[src/rtl/vga_timing_gen_if.sv]
// Request/colour channel between the timing generator (master) and the renderer (slave).
interface vga_timing_gen_if #(
   parameter int unsigned X_W = 11,
   parameter int unsigned Y_W = 10
);
   logic [X_W-1:0] req_x;
   logic [Y_W-1:0] req_y;
   logic           req_active;
   logic [7:0]     pix_rgb;

   modport master (output req_x, output req_y, output req_active, input pix_rgb);
   modport slave  (input req_x, input req_y, input req_active, output pix_rgb);
endinterface

[src/rtl/vga_timing_gen.sv]
// Programmable VGA timing generator: divided pixel tick, renderer request channel,
// latency-matched sync/blank/colour outputs, run/stop at frame boundaries.
module vga_timing_gen #(
   parameter int unsigned H_ACTIVE = 800,
   parameter int unsigned H_FP     = 40,
   parameter int unsigned H_SYNC   = 128,
   parameter int unsigned H_BP     = 88,
   parameter int unsigned V_ACTIVE = 600,
   parameter int unsigned V_FP     = 1,
   parameter int unsigned V_SYNC   = 4,
   parameter int unsigned V_BP     = 23,
   parameter int unsigned HS_POL   = 1,
   parameter int unsigned VS_POL   = 1,
   parameter int unsigned CLK_DIV  = 2,
   parameter int unsigned PIX_LAT  = 1,
   parameter int unsigned X_W      = 11,
   parameter int unsigned Y_W      = 10
) (
   input  logic             clk,
   input  logic             rst,
   input  logic             run,
   vga_timing_gen_if.master rnd,
   output logic             frame_start,
   output logic [15:0]      frame_cnt,
   output logic             VGA_HS,
   output logic             VGA_VS,
   output logic [2:0]       VGA_R,
   output logic [2:0]       VGA_G,
   output logic [1:0]       VGA_B,
   output logic             vga_de
);
   localparam int unsigned H_TOT  = H_ACTIVE + H_FP + H_SYNC + H_BP;
   localparam int unsigned V_TOT  = V_ACTIVE + V_FP + V_SYNC + V_BP;
   localparam int unsigned HS_BEG = H_ACTIVE + H_FP;
   localparam int unsigned HS_END = HS_BEG + H_SYNC - 1;
   localparam int unsigned VS_BEG = V_ACTIVE + V_FP;
   localparam int unsigned VS_END = VS_BEG + V_SYNC - 1;
   localparam int unsigned DIV_W  = 4;
   localparam logic        HS_ON  = 1'(HS_POL);
   localparam logic        VS_ON  = 1'(VS_POL);

   localparam logic [0:0] S_IDLE = 1'b0;
   localparam logic [0:0] S_RUN  = 1'b1;

   logic [DIV_W-1:0] r_div;
   logic             w_pe;
   logic [0:0]       r_state;
   logic [0:0]       w_state_nxt;
   logic [X_W-1:0]   r_h;
   logic [X_W-1:0]   w_h_nxt;
   logic [Y_W-1:0]   r_v;
   logic [Y_W-1:0]   w_v_nxt;
   logic             w_start;
   logic             w_act_nxt;
   logic             w_hs_nxt;
   logic             w_vs_nxt;
   logic             r_active;
   logic             r_fs;
   logic [15:0]      r_fcnt;
   logic [2:0]       r_pipe [PIX_LAT];
   logic [2:0]       w_tail;
   logic [7:0]       r_rgb;
   logic             r_de;
   logic             r_hs;
   logic             r_vs;

   // Pixel-clock divider
   assign w_pe = (r_div == DIV_W'(CLK_DIV - 1));

   always_ff @(posedge clk or negedge rst) begin
      if (!rst)      r_div <= '0;
      else if (w_pe) r_div <= '0;
      else           r_div <= r_div + DIV_W'(1);
   end

   // Next state and next raster position
   always_comb begin
      w_state_nxt = r_state;
      w_h_nxt     = r_h;
      w_v_nxt     = r_v;
      w_start     = 1'b0;
      case (r_state)
         S_IDLE: begin
            w_h_nxt = '0;
            w_v_nxt = '0;
            if (run) begin
               w_state_nxt = S_RUN;
               w_start     = 1'b1;
            end
         end
         S_RUN: begin
            if (r_h == X_W'(H_TOT - 1)) begin
               w_h_nxt = '0;
               if (r_v == Y_W'(V_TOT - 1)) begin
                  w_v_nxt = '0;
                  if (run) w_start     = 1'b1;
                  else     w_state_nxt = S_IDLE;
               end else begin
                  w_v_nxt = r_v + Y_W'(1);
               end
            end else begin
               w_h_nxt = r_h + X_W'(1);
            end
         end
         default: w_state_nxt = S_IDLE;
      endcase
   end

   // Attributes of the position about to be presented on req_*
   assign w_act_nxt = (w_state_nxt == S_RUN) && (w_h_nxt < X_W'(H_ACTIVE)) &&
                      (w_v_nxt < Y_W'(V_ACTIVE));
   assign w_hs_nxt  = (w_state_nxt == S_RUN) && (w_h_nxt >= X_W'(HS_BEG)) &&
                      (w_h_nxt <= X_W'(HS_END));
   assign w_vs_nxt  = (w_state_nxt == S_RUN) && (w_v_nxt >= Y_W'(VS_BEG)) &&
                      (w_v_nxt <= Y_W'(VS_END));

   always_ff @(posedge clk or negedge rst) begin
      if (!rst) begin
         r_state  <= S_IDLE;
         r_h      <= '0;
         r_v      <= '0;
         r_active <= 1'b0;
      end else if (w_pe) begin
         r_state  <= w_state_nxt;
         r_h      <= w_h_nxt;
         r_v      <= w_v_nxt;
         r_active <= w_act_nxt;
      end
   end

   // Strobe lasts one clk even when ticks are several clks apart
   always_ff @(posedge clk or negedge rst) begin
      if (!rst) begin
         r_fs   <= 1'b0;
         r_fcnt <= '0;
      end else begin
         r_fs <= w_pe & w_start;
         if (w_pe & w_start) r_fcnt <= r_fcnt + 16'd1;
      end
   end

   // Delay pipe keeps shifting in IDLE so the last pixels of a frame drain out
   assign w_tail = r_pipe[PIX_LAT-1];

   always_ff @(posedge clk or negedge rst) begin
      if (!rst) begin
         for (int unsigned i = 0; i < PIX_LAT; i++) r_pipe[i] <= '0;
         r_rgb <= '0;
         r_de  <= 1'b0;
         r_hs  <= ~HS_ON;
         r_vs  <= ~VS_ON;
      end else if (w_pe) begin
         r_pipe[0] <= {w_act_nxt, w_hs_nxt, w_vs_nxt};
         for (int unsigned i = 1; i < PIX_LAT; i++) r_pipe[i] <= r_pipe[i-1];
         r_rgb <= w_tail[2] ? rnd.pix_rgb : 8'h00;
         r_de  <= w_tail[2];
         r_hs  <= w_tail[1] ~^ HS_ON;
         r_vs  <= w_tail[0] ~^ VS_ON;
      end
   end

   assign rnd.req_x      = r_h;
   assign rnd.req_y      = r_v;
   assign rnd.req_active = r_active;
   assign frame_start    = r_fs;
   assign frame_cnt      = r_fcnt;
   assign VGA_HS         = r_hs;
   assign VGA_VS         = r_vs;
   assign VGA_R          = r_rgb[7:5];
   assign VGA_G          = r_rgb[4:2];
   assign VGA_B          = r_rgb[1:0];
   assign vga_de         = r_de;
endmodule

[src/flat_wrapper.sv]
// flat-port wrapper written by rule: the top's interface ports become plain ports
module vga_timing_gen_flat 
#(
   parameter int unsigned H_ACTIVE = 800,
   parameter int unsigned H_FP     = 40,
   parameter int unsigned H_SYNC   = 128,
   parameter int unsigned H_BP     = 88,
   parameter int unsigned V_ACTIVE = 600,
   parameter int unsigned V_FP     = 1,
   parameter int unsigned V_SYNC   = 4,
   parameter int unsigned V_BP     = 23,
   parameter int unsigned HS_POL   = 1,
   parameter int unsigned VS_POL   = 1,
   parameter int unsigned CLK_DIV  = 2,
   parameter int unsigned PIX_LAT  = 1,
   parameter int unsigned X_W      = 11,
   parameter int unsigned Y_W      = 10
)
  (clk, rst, run, frame_start, frame_cnt, VGA_HS, VGA_VS, VGA_R, VGA_G, VGA_B, vga_de, rnd_req_x, rnd_req_y, rnd_req_active, rnd_pix_rgb);
  vga_timing_gen_if #(.X_W(X_W), .Y_W(Y_W)) rnd_i ();
  input  logic clk;
  input  logic rst;
  input  logic run;
  output logic frame_start;
  output logic [15:0] frame_cnt;
  output logic VGA_HS;
  output logic VGA_VS;
  output logic [2:0] VGA_R;
  output logic [2:0] VGA_G;
  output logic [1:0] VGA_B;
  output logic vga_de;
  output wire logic [$bits(rnd_i.req_x)-1:0] rnd_req_x;
  output wire logic [$bits(rnd_i.req_y)-1:0] rnd_req_y;
  output wire logic [$bits(rnd_i.req_active)-1:0] rnd_req_active;
  input wire logic [$bits(rnd_i.pix_rgb)-1:0] rnd_pix_rgb;
  assign rnd_req_x = rnd_i.req_x;
  assign rnd_req_y = rnd_i.req_y;
  assign rnd_req_active = rnd_i.req_active;
  assign rnd_i.pix_rgb = rnd_pix_rgb;
  vga_timing_gen #(.H_ACTIVE(H_ACTIVE), .H_FP(H_FP), .H_SYNC(H_SYNC), .H_BP(H_BP), .V_ACTIVE(V_ACTIVE), .V_FP(V_FP), .V_SYNC(V_SYNC), .V_BP(V_BP), .HS_POL(HS_POL), .VS_POL(VS_POL), .CLK_DIV(CLK_DIV), .PIX_LAT(PIX_LAT), .X_W(X_W), .Y_W(Y_W)) u_core (.clk(clk), .rst(rst), .run(run), .rnd(rnd_i), .frame_start(frame_start), .frame_cnt(frame_cnt), .VGA_HS(VGA_HS), .VGA_VS(VGA_VS), .VGA_R(VGA_R), .VGA_G(VGA_G), .VGA_B(VGA_B), .vga_de(vga_de));
endmodule
[config.mk]
export PLATFORM = sky130hd
export DESIGN_NAME = vga_timing_gen_flat
export DESIGN_NICKNAME = d
export VERILOG_FILES = /design/src/rtl/vga_timing_gen_if.sv /design/src/rtl/vga_timing_gen.sv /design/src/flat_wrapper.sv
export SDC_FILE = /design/constraint.sdc
export NUM_CORES = 1
export LEC_CHECK = 0
export ABC_AREA = 1
export CORE_MARGIN = 2
export CORE_UTILIZATION = 52
export CTS_CLUSTER_DIAMETER = 50
export DETAILED_ROUTE_END_ITERATION = 16
export GPL_TIMING_DRIVEN = 1
export HOLD_SLACK_MARGIN = 0.15
export PLACE_DENSITY_LB_ADDON = 0.05
export SLEW_MARGIN = 40
export SYNTH_ARGS = -nofsm -noshare
export SYNTH_HDL_FRONTEND = slang
export SYNTH_SLANG_ARGS = --single-unit
[constraint.sdc]
create_clock -name clk -period 2.2 [get_ports clk]
set_clock_uncertainty 0.05 [all_clocks]
set_input_delay 0.44 -clock clk [delete_from_list [all_inputs] [get_ports clk]]
set_output_delay 0.44 -clock clk [all_outputs]
set_load 0.005 [all_outputs]
# Yosys cells after proc, flatten, opt, wreduce, memory -nomap -nowiden
# Cells that the tools add are included.
dict set report op_classes {
  eq_ne 3
  magnitude_cmp 6
  reduce_logical 6
  bitwise_logic 2
  n_addsub 4
  n_mux 14
}
# op n
set ops {}
lappend ops {{one-hot mux 11 bit (2 select lines)} 1}
lappend ops {{two-way mux 10 bit} 2}
lappend ops {{one-hot mux 10 bit (2 select lines)} 1}
lappend ops {{adder 16 x 1 -> 16 bit, second input constant} 1}
lappend ops {{adder 11 x 1 -> 11 bit, second input constant} 1}
lappend ops {{== test 11 bit, second input constant} 1}
lappend ops {{greater-or-equal comparator 11 x 10 -> 1 bit, second input constant} 1}
lappend ops {{less-or-equal comparator 11 x 10 -> 1 bit, second input constant} 1}
lappend ops {{< comparator 11 x 10 -> 1 bit, second input constant} 1}
lappend ops {{two-way mux 11 bit} 1}
lappend ops {{adder 10 x 1 -> 10 bit, second input constant} 1}
lappend ops {{== test 10 bit, second input constant} 1}
lappend ops {{greater-or-equal comparator 10 bit, second input constant} 1}
lappend ops {{less-or-equal comparator 10 bit, second input constant} 1}
lappend ops {{< comparator 10 bit, second input constant} 1}
lappend ops {{two-way mux 8 bit} 1}
lappend ops {{logical AND 1 bit} 6}
lappend ops {{two-way mux 1 bit} 5}
lappend ops {{adder 4 x 1 -> 4 bit, second input constant} 1}
lappend ops {{== test 4 x 1 -> 1 bit, second input constant} 1}
lappend ops {{two-way mux 4 bit} 1}
lappend ops {{one-hot mux 1 bit (2 select lines)} 2}
lappend ops {{bitwise AND 1 bit} 1}
lappend ops {{inverter 1 bit} 1}
dict set report word_totals {
  ff_bits 58
  word_cells 47
  input_bits 11
}

# Longest topological paths before layout
dict set report logic_depth {
  ltp_word 7
  depth_mapped 15
  ltp_nobuf 14
}

# Least setup slack after synthesis
# Ideal clock, no wire load.
dict set report synth_timing {
  kind {register -> register}
  from {register u_core.r_h[0], in the netlist u_core.rnd.req_x[0]}
  to {register u_core.r_pipe[0] (netlist bit)}
  n_path_buf 1
  t_arrival_ns 1.805
  period_less_slack_ns 1.921
  stages_incl_launch_ff 14
  required_time_ns 2.085
  path_slack_ns 0.279
  cell_sequence {dfrtp_1 ha_1 nand2_2 nor2_2 nand2_2 nor2_2 buf_6 nand2_2 nand2_1 nand2_1 or2_0 nor2_1 nand3_1 nand2_1}
}
dict set report synth_between {
  elab_chain_cells 6
  word_cells_on_any_way 9
  cone_classes {order compare (2); eq/ne (1); mux (4); reduce/logical (2)}
}
# item line
set synth_rtl {}
lappend synth_rtl {{start, declared} vga_timing_gen.sv:49} ;# logic [X_W-1:0] r_h;
lappend synth_rtl {{start signal, assigned} vga_timing_gen.sv:125} ;# r_h <= w_h_nxt;
lappend synth_rtl {{== test 11 bit (*)} vga_timing_gen.sv:92} ;# if (r_h == X_W'(H_TOT - 1)) begin
lappend synth_rtl {{two-way mux 10 bit} vga_timing_gen.sv:92}
lappend synth_rtl {{one-hot mux 10 bit (2 select lines)} vga_timing_gen.sv:82} ;# case (r_state)
lappend synth_rtl {{greater-or-equal comparator 10 bit} vga_timing_gen.sv:114} ;# assign w_vs_nxt = (w_state_nxt == S_RUN) && (w_v_nxt >= Y_W'(VS_BEG)) &&
lappend synth_rtl {{logical AND 1 bit} vga_timing_gen.sv:114}
lappend synth_rtl {{logical AND 1 bit (*)} vga_timing_gen.sv:114}
lappend synth_rtl {{end, declared} vga_timing_gen.sv:60} ;# logic [2:0] r_pipe [PIX_LAT];
# Mark *: on every way between the ends. The rest lies on a longest branch, timed or not.
# A chain may end at the register's enable or synchronous reset.

# Worst setup path after layout
dict set report layout_timing {
  from {register u_core.r_v[0], in the netlist u_core.rnd.req_y[0]}
  to {register u_core.r_fcnt[2], in the netlist u_core.frame_cnt[2]}
}
dict set report layout_between {
  elab_chain_cells 5
}
# item line
set layout_rtl {}
lappend layout_rtl {{start, declared} vga_timing_gen.sv:51} ;# logic [Y_W-1:0] r_v;
lappend layout_rtl {{start signal, assigned} vga_timing_gen.sv:126} ;# r_v <= w_v_nxt;
lappend layout_rtl {{== test 10 bit} vga_timing_gen.sv:94} ;# if (r_v == Y_W'(V_TOT - 1)) begin
lappend layout_rtl {{two-way mux 1 bit} vga_timing_gen.sv:94}
lappend layout_rtl {{two-way mux 1 bit} vga_timing_gen.sv:92}
lappend layout_rtl {{one-hot mux 1 bit (2 select lines)} vga_timing_gen.sv:82}
lappend layout_rtl {{bitwise AND 1 bit} vga_timing_gen.sv:138} ;# if (w_pe & w_start) r_fcnt <= r_fcnt + 16'd1;
lappend layout_rtl {{end signal, assigned} vga_timing_gen.sv:138}
lappend layout_rtl {{end, declared} vga_timing_gen.sv:59} ;# logic [15:0] r_fcnt;
# Every way passes these cells.

==> impl_metrics.json <==
{
  "track_usage_pct": 25.9,
  "die-area_um2": 6780,
  "pwr-share-comb_pct": 3.0,
  "ant_nets": 0,
  "grt_pass1_wl_um": 13400,
  "regArea_um2": 1430,
  "core_um2": 5920,
  "pwr-share-seq_pct": 48.2,
  "r2r-end": "u_core.frame_cnt[2]$_DFFE_PN0P_",
  "worst_setup_path_end_kind": "flop",
  "final_cell_area_um2": 4180,
  "worst_slew_pin_slew_ns": 0.572,
  "final_util_pct": 70.6,
  "cp.arrival_ns": 2.19,
  "whs_endpoint": "u_core.vga_de$_DFFE_PN0N_",
  "routed_via_density": 5.33,
  "reg2reg_setup_slack_ns": 0.18,
  "period_needed_ns": 2.02,
  "maxSlewHeadroom_pct": 61.8,
  "dr.pass1.iters": 5,
  "num_rows": 28,
  "clock-root-buffer": "clkbuf_8",
  "synthesis.nets": 452,
  "fin_nets": 526,
  "cts_tree": "yes",
  "die_w_um": 82.3,
  "dieHeight_um": 82.3,
  "avgSynthCellArea_um2": 7.29,
  "rsz0062_at_grt": "false",
  "synth-seq-cells": 57,
  "switching_share_pct": 20.4,
  "critical_path_class": "flop to flop",
  "clkPwrFrac_pct": 48.8,
  "maxCapViolCount": 0,
  "grt_max_degree": 52,
  "critPathRequiredTime_ns": 2.37,
  "placed_area_um2": 3910,
  "start_util_pct": 53.9,
  "outcome": "completed",
  "ff2ff_path_depth": 10,
  "multi_input_area_um2": 1550,
  "start_kind": "flop",
  "syn_inst": 438,
  "period_share_pct": 91.8,
  "drive_gt1_share_pct": 8.53,
  "fmax_ghz": 0.495,
  "yosysWarnings": 0,
  "path_clk_slew_ns": 0.06,
  "setup_violations": 0,
  "synth_area_um2": 3190,
  "grt_overflow": 0,
  "netlist_top_cells_area": "dfrtp_1 (45%), nand2_1 (17%), nand3_1 (7.1%)",
  "p_int_mw": 1.75,
  "crit_path_frequent_cell": "nand2_1",
  "cts.sinks": 57,
  "yosysTopAreaCellShare_pct": 44.7,
  "wl_um": 8080,
  "drt_first_iter_violations": 197,
  "hold_viol": 0,
  "leakage_nw": 2.02,
  "hold_ws_ns": 0.434,
  "htree_levels": 3,
  "p_per_area_nw_per_um2": 527,
  "cts_buffers": 9,
  "synth_top_area_cell": "dfrtp_1",
  "grt_pass1_vias": 2990,
  "drc": 0,
  "cpPeakStageDelay_ns": 0.44,
  "gp_congestion": 0.914,
  "cp_cell_sequence": "ha_1 > nand2_1 > nor2_1 > nand3_1 > nand2_1 > nand4_4 > buf_12 > inv_1 > nand2_1 > xnor2_1",
  "antenna_cells": 0,
  "syn_to_final_growth_pct": 30.9,
  "yosysUniqueCellTypes": 28,
  "insertion_delay_ns": 0.33,
  "hold_path_depth": 2,
  "n_fill_cell": 492,
  "path_max_fanout": 10,
  "hold_path_class": "flop to flop",
  "drv_slew": 0,
  "vias": 3149,
  "antenna_found_initial": 0,
  "hold_start": "u_core.vga_de$_DFFE_PN0N_",
  "p_sw_uw": 448,
  "final.setup.tns_ns": 0,
  "vdd_drop_max_mv": 0.359,
  "routedWlPerCell_um": 13.7,
  "r2r-start": "u_core.rnd.req_y[0]$_DFFE_PN0N_",
  "clockBufferDepth": 2,
  "port_buffers": 60,
  "pin_count": 61,
  "ys_seq_area_share_pct": 44.7,
  "dp_hpwl_um": 5860,
  "slowest_stage": "dfrtp_2"
}
sequential cells by signal, indices dropped and copies added (netlist names):
signal              flops
u_core.frame_cnt       16
u_core.rnd.req_x       11
u_core.VGA_VS           1
u_core.VGA_HS           1
u_core.r_pipe           3
u_core.r_div            4
u_core.rnd.req_y       10
u_core.frame_start      1
u_core.r_rgb            8
u_core.vga_de           1
u_core.r_state          1
routing by layer:
metal	GRT usage, %	part of all wire (%)	vias up
met5	0	0	-
met4	10.7	1.4	0
met3	4.78	7.0	14
met2	41.2	45	118
met1	34.8	46	1466
li1	-	-	1551
cell families after synthesis:
group | Yosys count | synth area share (%)
AND/OR/NAND/NOR | 264 | 36.0
flip-flops | 57 | 44.7
buffers and inverters | 55 | 6.78
AO/OA/AOI/OAI | 42 | 6.70
XOR/XNOR | 17 | 4.66
adder cells (fa/ha/maj) | 3 | 1.18
worst max-delay path, delay by kind of cell, from the launching register on:
family	cells	cell delay, ns
XOR/XNOR	1	0.13
flip-flops	1	0.44
adder cells (fa/ha/maj)	1	0.21
AND/OR/NAND/NOR	6	0.75
buffers and inverters	2	0.32
synth_stat cells:
master / count
nand2_1: 145
dfrtp_1: 57
nand3_1: 45
inv_1: 44
nor2_1: 41
o21ai_0: 38
xor2_1: 12
nand4_1: 9
clkbuf_1: 7
nor2_2: 6
nor3_1: 5
xnor2_1: 5
nand2_2: 4
ha_1: 3
nor4_1: 3
buf_2: 2
a21oi_1: 1
buf_1: 1
buf_6: 1
nand2_4: 1
nand3_2: 1
nand3b_1: 1
nand4_4: 1
o21ai_1: 1
o21bai_1: 1
o22ai_1: 1
or2_0: 1
or2_2: 1
repair_timing:
item / in CTS / in global routing
hold buffers: 1 / 0
gates resized for setup: 0 / 4
setup buffers: 0 / 4
endpoints found under the hold margin: 23 / 0
setup endpoints to repair: 0 / 7
per-stage QoR:
stage,instances,power [mW],setup WS (ns)
CTS,587,2.21,0.0716
floorplan,438,1.09,0.279
detailed placement,571,1.15,0.0865
global placement,571,1.15,0.186
global route,591,2.27,0.0127
finish,591,2.20,0.180
worst max path at each step:
stage | end | from | slack [ns]
after floorplan | u_core.r_pipe[0]$_DFFE_PN0N_ | u_core.rnd.req_x[0]$_DFFE_PN0N_ | 0.28
after global placement | u_core.frame_cnt[10]$_DFFE_PN0P_ | u_core.rnd.req_y[0]$_DFFE_PN0N_ | 0.19
after detailed placement | u_core.frame_cnt[9]$_DFFE_PN0P_ | u_core.rnd.req_y[0]$_DFFE_PN0N_ | 0.09
after CTS | u_core.frame_cnt[9]$_DFFE_PN0P_ | u_core.rnd.req_y[0]$_DFFE_PN0N_ | 0.07
after global routing | u_core.frame_cnt[2]$_DFFE_PN0P_ | u_core.rnd.req_y[0]$_DFFE_PN0N_ | 0.01
final | u_core.frame_cnt[2]$_DFFE_PN0P_ | u_core.rnd.req_y[0]$_DFFE_PN0N_ | 0.18
final cells by class:
| cell class | instances | area share (%) |
|---|---|---|
| Clock buffer | 12 | 3.47 |
| Clock inverter | 3 | 1.56 |
| Inverter | 44 | 3.95 |
| Multi-Input combinational cell | 326 | 37.1 |
| Sequential cell | 57 | 34.2 |
| Tap cell | 75 | 2.25 |
| Timing Repair Buffer | 74 | 17.4 |
placed cells by master, fill, tap and decap left out, types with 2 or more instances in the layout:
cell             instances
ha_1                     2
o21ai_0                 37
clkdlybuf4s50_1         59
buf_12                   2
o21ai_1                  2
bufinv_16                2
clkbuf_1                 2
clkbuf_8                10
nor3_1                   5
buf_4                   11
inv_1                   44
nand4_1                  9
nor2_1                  41
xor2_1                  12
nand3_1                 45
nand2_1                145
dfrtp_2                  2
dfrtp_1                 55
nor4_1                   3
nor2_2                   6
xnor2_1                  5
nand2_2                  4
power by group through the flow:
stage | clock, mW | combinational, mW | sequential, mW
CTS | 1.08 | 0.0689 | 1.06
finish | 1.07 | 0.0666 | 1.06
detailed placement | 0 | 0.0673 | 1.08
global route | 1.14 | 0.0757 | 1.06
floorplan | 0 | 0.00628 | 1.08
global placement | 0 | 0.0661 | 1.08
No activity file was read; power rests on OpenSTA's default activity.
